**config.mk**
```make
export PLATFORM = sky130hd
export DESIGN_NAME = egg_timer_ctrl
export DESIGN_NICKNAME = d
export VERILOG_FILES = /design/src/rtl/egg_timer_ctrl.sv
export SDC_FILE = /design/constraint.sdc
export NUM_CORES = 1
export LEC_CHECK = 0
export ABC_CLOCK_PERIOD_IN_PS = 5600
export CORE_MARGIN = 1.5
export CORE_UTILIZATION = 30
export CTS_CLUSTER_DIAMETER = 100
export DETAILED_ROUTE_END_ITERATION = 10
export GPL_ROUTABILITY_DRIVEN = 0
export PLACE_DENSITY = 0.5
export SLEW_MARGIN = 10
export SYNTH_ARGS = -nofsm -noshare
export SYNTH_HDL_FRONTEND = slang
export SYNTH_SLANG_ARGS = --single-unit
```
**constraint.sdc**
```tcl
create_clock -name clk -period 5.6 [get_ports clk]
set_input_delay 1.12 -clock clk [delete_from_list [all_inputs] [get_ports clk]]
set_output_delay 1.12 -clock clk [all_outputs]
set_load 0.02 [all_outputs]
```
**src/rtl/egg_timer_ctrl.sv**
```systemverilog
// Egg-timer control FSM: setpoint entry, countdown sequencing and alarm.
// Define EGG_TIMER_ALARM_BLINK_EN to make LED_on toggle on each tick_1hz during ALARM.
module egg_timer_ctrl #(
  parameter int unsigned ALARM_SECS = 10
) (
  input  logic        clk,
  input  logic        rst,
  input  logic        enable,
  input  logic        cook_time,
  input  logic        start,
  input  logic        mins_btn,
  input  logic        secs_btn,
  input  logic        tick_1hz,
  input  logic        count_zero,
  output logic        load,
  output logic [11:0] load_val,
  output logic        dec,
  output logic [5:0]  set_min,
  output logic [5:0]  set_sec,
  output logic [2:0]  state_out,
  output logic        LED_on,
  output logic        LED_en
);

  localparam int unsigned FIELD_W = 6;
  localparam int unsigned CNT_W   = 4;
  localparam logic [CNT_W-1:0]   ALARM_LAST = CNT_W'(ALARM_SECS - 1);
  localparam logic [FIELD_W-1:0] FIELD_MAX  = FIELD_W'(59);

  typedef enum logic [2:0] {
    IDLE  = 3'd0,
    SETUP = 3'd1,
    READY = 3'd2,
    RUN   = 3'd3,
    ALARM = 3'd4
  } state_t;

  state_t             state;
  logic [CNT_W-1:0]   alarm_cnt;
  logic [FIELD_W-1:0] min_nxt;
  logic [FIELD_W-1:0] sec_nxt;
  logic               setpoint_zero;

  // Setpoint after this cycle's button presses; buttons only count in SETUP.
  always_comb begin
    min_nxt = set_min;
    sec_nxt = set_sec;
    if (state == SETUP) begin
      if (mins_btn) min_nxt = (set_min == FIELD_MAX) ? '0 : set_min + FIELD_W'(1);
      if (secs_btn) sec_nxt = (set_sec == FIELD_MAX) ? '0 : set_sec + FIELD_W'(1);
    end
  end

  assign setpoint_zero = (set_min == '0) && (set_sec == '0);
  assign dec           = !rst && (state == RUN) && tick_1hz && enable && !count_zero;
  assign state_out     = state;

  always_ff @(posedge clk) begin
    if (rst) begin
      state     <= IDLE;
      set_min   <= '0;
      set_sec   <= '0;
      load_val  <= '0;
      alarm_cnt <= '0;
      load      <= 1'b0;
      LED_on    <= 1'b0;
      LED_en    <= 1'b0;
    end else begin
      load    <= 1'b0;
      set_min <= min_nxt;
      set_sec <= sec_nxt;
      // load_val always mirrors the registered setpoint, so it is valid whenever load is.
      load_val <= 12'(min_nxt) * 12'd60 + 12'(sec_nxt);
      if (cook_time) begin
        state     <= SETUP;
        alarm_cnt <= '0;
        LED_on    <= 1'b0;
        LED_en    <= 1'b0;
      end else begin
        case (state)
          IDLE: begin
            if (start && !setpoint_zero) begin
              load  <= 1'b1;
              state <= READY;
            end
          end
          SETUP: begin
            load  <= 1'b1;
            state <= READY;
          end
          READY: begin
            if (start && enable && !count_zero) begin
              state  <= RUN;
              LED_en <= 1'b1;
            end
          end
          RUN: begin
            if (count_zero) begin
              state     <= ALARM;
              alarm_cnt <= '0;
              LED_on    <= 1'b1;
              LED_en    <= 1'b0;
            end else if (start || !enable) begin
              state  <= READY;
              LED_en <= 1'b0;
            end
          end
          ALARM: begin
            if (start) begin
              state     <= IDLE;
              alarm_cnt <= '0;
              LED_on    <= 1'b0;
            end else if (tick_1hz) begin
              if (alarm_cnt == ALARM_LAST) begin
                state     <= IDLE;
                alarm_cnt <= '0;
                LED_on    <= 1'b0;
              end else begin
                alarm_cnt <= alarm_cnt + CNT_W'(1);
`ifdef EGG_TIMER_ALARM_BLINK_EN
                LED_on <= !LED_on;
`else
                LED_on <= 1'b1;
`endif
              end
            end
          end
          default: begin
            state     <= IDLE;
            alarm_cnt <= '0;
            LED_on    <= 1'b0;
            LED_en    <= 1'b0;
          end
        endcase
      end
    end
  end

endmodule

```
==> results of run 1 <==
worst reg2reg max path, cell delays in order, from the launching register on:
cell and delay (ps):
dfxtp_1 420, nor2_2 230, and3_1 390, nand2_2 120
a21oi_2 270, inv_1 130, fa_1 530, fa_1 530
inv_1 70, fa_1 510, inv_1 40, ha_1 330
nand2_1 60, o21ai_0 150, nand2b_1 130, nor3b_2 290
a31o_2 190, a21oi_1 50
cells in the mapped netlist (5+ instances only):
cell type	n
clkbuf_1	5
nor3_1	5
nand2_1	18
xnor2_1	5
fa_1	9
xor2_1	9
nand3_1	5
ha_1	24
nor2b_1	9
a21oi_1	18
inv_1	29
nand4_1	6
o21ai_0	13
dfxtp_1	32
nor2_1	35
worst min-delay path by stage:
stage                              startpoint                        end  slack, ps
floorplan           alarm_cnt[3]$_SDFFE_PP0P_  alarm_cnt[3]$_SDFFE_PP0P_        480
global placement          LED_en$_SDFFE_PP0P_        LED_en$_SDFFE_PP0P_        480
detailed placement        LED_en$_SDFFE_PP0P_        LED_en$_SDFFE_PP0P_        480
CTS                       LED_en$_SDFFE_PP0P_        LED_en$_SDFFE_PP0P_        490
global route              LED_en$_SDFFE_PP0P_        LED_en$_SDFFE_PP0P_        500
finish                    LED_en$_SDFFE_PP0P_        LED_en$_SDFFE_PP0P_        480
kinds of logic (layout without fill, tap and decap cells):
group,count (synthesis),count (layout),share of synthesized area
buf+inv,41,80,0.0725
flops,32,32,0.273
fa+ha+maj,33,33,0.205
xor+xnor,14,14,0.0523
compound gates,55,55,0.151
mux,3,3,0.0139
simple gates,106,106,0.233
metal layers:
layer	up-vias	track usage	part of all wire
met5	-	0	0
met2	36	0.195	0.44
li1	1037	-	-
met4	0	0.0495	0.014
met3	7	0.0251	0.034
met1	950	0.181	0.51
power breakdown:
group / switching [W] / total, W / internal, W
registers: 0.00000465 / 0.000236 / 0.000232
clock network: 0.0000899 / 0.000189 / 0.0000994
logic: 0.0000308 / 0.0000584 / 0.0000277
final cells by class:
cell class	count	share of cell area
multi-input combinational	211	0.524
sequential	32	0.219
timing repair buffer	43	0.143
tap	102	0.0436
inverter	29	0.0371
clock buffer	6	0.0282
clock inverter	2	0.00512
stage by stage:
step           total power [W]  instances  setup WS (ps)   util
2_1_floorplan         0.000277        284            940      -
5_1_grt               0.000513        425            200  0.383
4_1_cts               0.000496        425            428  0.383
6_report              0.000484        425            424  0.383
3_5_place_dp          0.000300        417            132  0.370
3_3_place_gp          0.000300        417            268  0.370
flip-flops by register name, indices dropped and copies added (netlist names):
| name | flops |
|---|---|
| load_val | 12 |
| load | 1 |
| alarm_cnt | 4 |
| LED_on | 1 |
| set_min | 6 |
| set_sec | 4 |
| LED_en | 1 |
| state_out | 3 |
==> results_dict.tcl, run 1 <==
set metrics [dict create \
    power.ir.vdd_worst_v 0.0000623 \
    cp_slowest_cell "fa_1" \
    finalInstanceArea_um2 2930 \
    layout.cells.most_common "clkdlybuf4s50_1" \
    ios 40 \
    detailedPlacementHpwl_um 3900 \
    synth.area.top_cells "dfxtp_1, ha_1, fa_1" \
    cts_root_buffer "clkbuf_8" \
    critical_path_peak_fanout 8 \
    critPathLaunchType "primary input" \
    cts_tree "built" \
    timing.critical_path.to "load_val[11]$_SDFF_PP0_" \
    setup-violations-final 0 \
    max-clock-path-buffers 2 \
    cellPowerDensity_nw_per_um2 165 \
    overflow_left_after_global_routing 0 \
    initial_utilization 0.307 \
    cts_max_level 2 \
    syn-num-nets 326 \
    grt_first_pass_wirelength_um 8850 \
    routed_via_density 4.78 \
    p_leak_nw 1.20 \
    critical_path_class "in -> reg" \
    worst_margin_slew_ps 550 \
    placedInstanceArea_um2 2830 \
    cts_setup_buffers 0 \
    crit_required_ps 5770 \
    final_cell_mix "clkdlybuf4s50_1, nor2_1, dfxtp_1" \
    numClockSinks 32 \
    cts-hold-fix-buffers 0 \
    rr_worst_depth 17 \
    die_width_um 91.4 \
    placeableCoreArea_um2 7650 \
    critical_register_to_register_path_startpoint "state_out[2]$_SDFFE_PP0P_" \
    area_added_between_synthesis_and_finish_pct 24.9 \
    min_period_ps 5180 \
    seqCellArea_um2 641 \
    report.final.hold_viol_count 0 \
    footprint_of_the_multi_input_gates_um2 1540 \
    grt_use_total 0.129 \
    syn_area_um2 2350 \
    timing.critical_path.from "mins_btn" \
    die_height_um 91.4 \
    fillerInstances 792 \
    max-cap-violations 0 \
    hp-class "reg -> reg" \
    status "complete, no violations" \
    synthDistinctLibCells 51 \
    holdPathStages 2 \
    clock_insertion_delay_worst_skew_ps 290 \
    critPathArrivalTime_ps 5340 \
    detailedRoute.firstIterationViolations 91 \
    rows 32 \
    yosys_most_used_dff "dfxtp_1" \
    finalCritPeriodShare 0.924 \
    number_of_antenna_violations_at_the_first_check_in_global_routing 0 \
    fin_nets 364 \
    wire_per_inst_um 11.8 \
    totalNegativeSetupSlack_ps 0 \
    final_antenna_net_count 0 \
    detail_route.drc_violations 0 \
    drt_wl_total_um 5010 \
    synthCells 284 \
    detail_route.first_pass.iterations 5 \
    timing.critical_path.to_type "flop" \
    synth_edf_count 0 \
    synthDominantAreaCellType "dfxtp_1" \
    critical_path.max_stage_delay_ps 530 \
    highest_clock_frequency_the_design_can_meet_mhz 193 \
    synth_largest_type_area_fraction 0.273 \
    yosys_register_bits 32 \
    cts_made_buffers 5 \
    dr_total_vias 2030 \
    synthesis.area_per_instance_um2 8.26 \
    n_antenna_cell 0 \
    port_buffers 39 \
    final-max-slew-violation-count 0 \
    worst-path-stages 17 \
    synth_warnings 0 \
    worst_hold_slack_ps 483 \
    clkTransAtPathRegs_ps 70 \
    async_reset_ff_frac 0 \
    seq_area_frac_synth 0.273 \
    cts_resized 0 \
    critical-path-top-delay-family "adder cells" \
    timing.slew.headroom 0.632 \
    rsz0062_at_grt "false" \
    regToRegSetupSlack_ps 1040 \
    pin_count_of_the_biggest_net_entering_global_routing 27 \
    worstPathBufferInverterCount 4 \
    grt_pass1_vias 1886 \
    finClkSkew_ps 8.93 \
    area_of_the_die_um2 8360 \
    worstReg2RegEnd "load_val[11]$_SDFF_PP0_" \
    final_layout_size_suffix_gt1_frac 0.0712 \
    cells_traversed_along_the_worst_timing_path "clkdlybuf4s50_1, and3_1, nand2_2, a21oi_2, inv_1, fa_1, fa_1, inv_1, fa_1, inv_1, ha_1, nand2_1, o21ai_0, nand2b_1, nor3b_2, a31o_2, a21oi_1" \
]
(Power assumes the default switching activity.)
==> run 2, diff against run 1 <==
CORE_ASPECT_RATIO = 2   (was not set)
==> results_dict.tcl, run 2 (synthesis gave the netlist of run 1 again) <==
set metrics [dict create \
    status "complete, no violations" \
    critical_path_class "in -> reg" \
    drt_wl_total_um 5570 \
    min_period_ps 5120 \
    critPathArrivalTime_ps 5270 \
    initial_utilization 0.309 \
    total_power_consumption_w 0.000576 \
    highest_clock_frequency_the_design_can_meet_mhz 195 \
    max-cap-violations 0 \
    cts_made_buffers 5 \
    totalNegativeSetupSlack_ps 0 \
    final_cell_mix "clkdlybuf4s50_1, nor2_1, dfxtp_1" \
    placeableCoreArea_um2 7600 \
    wire_per_inst_um 13.3 \
    critical_path_peak_fanout 8 \
    area_added_between_synthesis_and_finish_pct 27.4 \
    cellPowerDensity_nw_per_um2 193 \
    cts_setup_buffers 0 \
    power.share.sequential 0.412 \
    power.ir.vdd_worst_v 0.0000909 \
    finalInstanceArea_um2 2990 \
    ios 40 \
    area_of_the_die_um2 8390 \
    finalCritPeriodShare 0.914 \
    wl_met3_um 96 \
    timing.critical_path.to_type "flop" \
    cts_root_buffer "clkbuf_16" \
    footprint_of_the_multi_input_gates_um2 1540 \
    p_sw_w 0.000139 \
    timing.slew.headroom 0.662 \
    clock_insertion_delay_worst_skew_ps 280 \
    routed_via_density 4.89 \
    share_clk_of_total_power 0.485 \
    fin_nets 366 \
    layout_top_registers "load_val: 12 flops, set_min: 6 flops" \
    number_of_antenna_violations_at_the_first_check_in_global_routing 0 \
    layout.cells.most_common "clkdlybuf4s50_1" \
    max-clock-path-buffers 2 \
    die_width_um 65.5 \
    hp-class "reg -> reg" \
    detail_route.first_pass.iterations 4 \
    rsz0062_at_grt "false" \
    critPathLaunchType "primary input" \
    seqCellArea_um2 641 \
    detail_route.drc_violations 0 \
    routed-wl-met2_um 3340 \
    grt_pass1_vias 1976 \
    pin_count_of_the_biggest_net_entering_global_routing 27 \
    clkTransAtPathRegs_ps 60 \
    final-max-slew-violation-count 0 \
    crit_required_ps 5760 \
    setup-violations-final 0 \
    grt_use_total 0.142 \
    rows 45 \
    fillerInstances 801 \
    cts_resized 0 \
    cts_max_level 2 \
    dr_total_vias 2049 \
    final_layout_size_suffix_gt1_frac 0.0738 \
    report.final.hold_viol_count 0 \
    highest_metal_used "met4" \
    finClkSkew_ps 8.68 \
    numClockSinks 32 \
    power_switching_share 0.241 \
    port_buffers 39 \
    wl_met1_um 1990 \
    flip_flop_count_of_the_largest_register_all_copies_and_words_added 12 \
    grt_first_pass_wirelength_um 9140 \
    detailedPlacementHpwl_um 4540 \
    die_height_um 128 \
    n_antenna_cell 0 \
    p_leak_nw 1.24 \
    final_antenna_net_count 0 \
    power_report.internal_total_w 0.000437 \
    placedInstanceArea_um2 2840 \
    cts-hold-fix-buffers 0 \
    worst_margin_slew_ps 506 \
    overflow_left_after_global_routing 0 \
    share_comb_of_total_power 0.104 \
    detailedRoute.firstIterationViolations 70 \
    cts_tree "built" \
    max_flop_register "load_val" \
]
## run 2: cell types whose count changed in the layout (fill, tap and decap cells not counted)
cell	previous run	this run
clkinvlp_4	2	1
clkbuf_16	0	5
clkbuf_8	6	1
buf_4	4	6
clkbuf_1	0	1
## run 2: path summary, 6_finish.rpt
path         slack (ps)                      start  cells past startpoint                       to
max reg2reg        1080  state_out[2]$_SDFFE_PP0P_                     17  load_val[11]$_SDFF_PP0_
max                 480                   mins_btn                     17  load_val[11]$_SDFF_PP0_
min reg2reg         500        LED_en$_SDFFE_PP0P_                      2      LED_en$_SDFFE_PP0P_
min                 500        LED_en$_SDFFE_PP0P_                      2      LED_en$_SDFFE_PP0P_
## run 2: power by group through the flow
stage | Sequential, W | Clock [W] | Combinational, W
after CTS | 0.000237 | 0.000285 | 0.0000611
after floorplan | 0.000245 | 0 | 0.0000318
after global routing | 0.000238 | 0.000295 | 0.0000663
final | 0.000237 | 0.000279 | 0.0000596
after detailed placement | 0.000242 | 0 | 0.0000608
after global placement | 0.000242 | 0 | 0.0000600
## run 2: per-layer routing
layer  vias to the layer above  global-route usage
met5                         -                   0
met4                         0              0.0699
met3                         8              0.0202
met2                        20               0.285
met1                       976               0.131
li1                       1045                   -
## run 2: stage by stage
stage	hold slack, ps	std cells	util	setup WS [ps]
after floorplan	479	284	-	940
after global routing	554	419	0.393	211
after detailed placement	498	411	0.373	170
after global placement	492	411	0.373	243
final	503	419	0.393	484
after CTS	509	419	0.393	453
## run 2: cell type report
type | count | area share
Clock buffer | 7 | 0.0477
Inverter | 29 | 0.0364
Multi-Input combinational cell | 211 | 0.514
Tap cell | 94 | 0.0394
Sequential cell | 32 | 0.214
Timing Repair Buffer | 45 | 0.146
Clock inverter | 1 | 0.00251
## run 2: worst max-delay path, cell delays in order
cell and delay, ps:
clkdlybuf4s50_1 470, and3_1 340, nand2_2 110, a21oi_2 250, inv_1 130, fa_1 530, fa_1 540, inv_1 60
fa_1 500, inv_1 40, ha_1 330, nand2_1 60, o21ai_0 150, nand2b_1 120, nor3b_2 270, a31o_2 190
a21oi_1 50
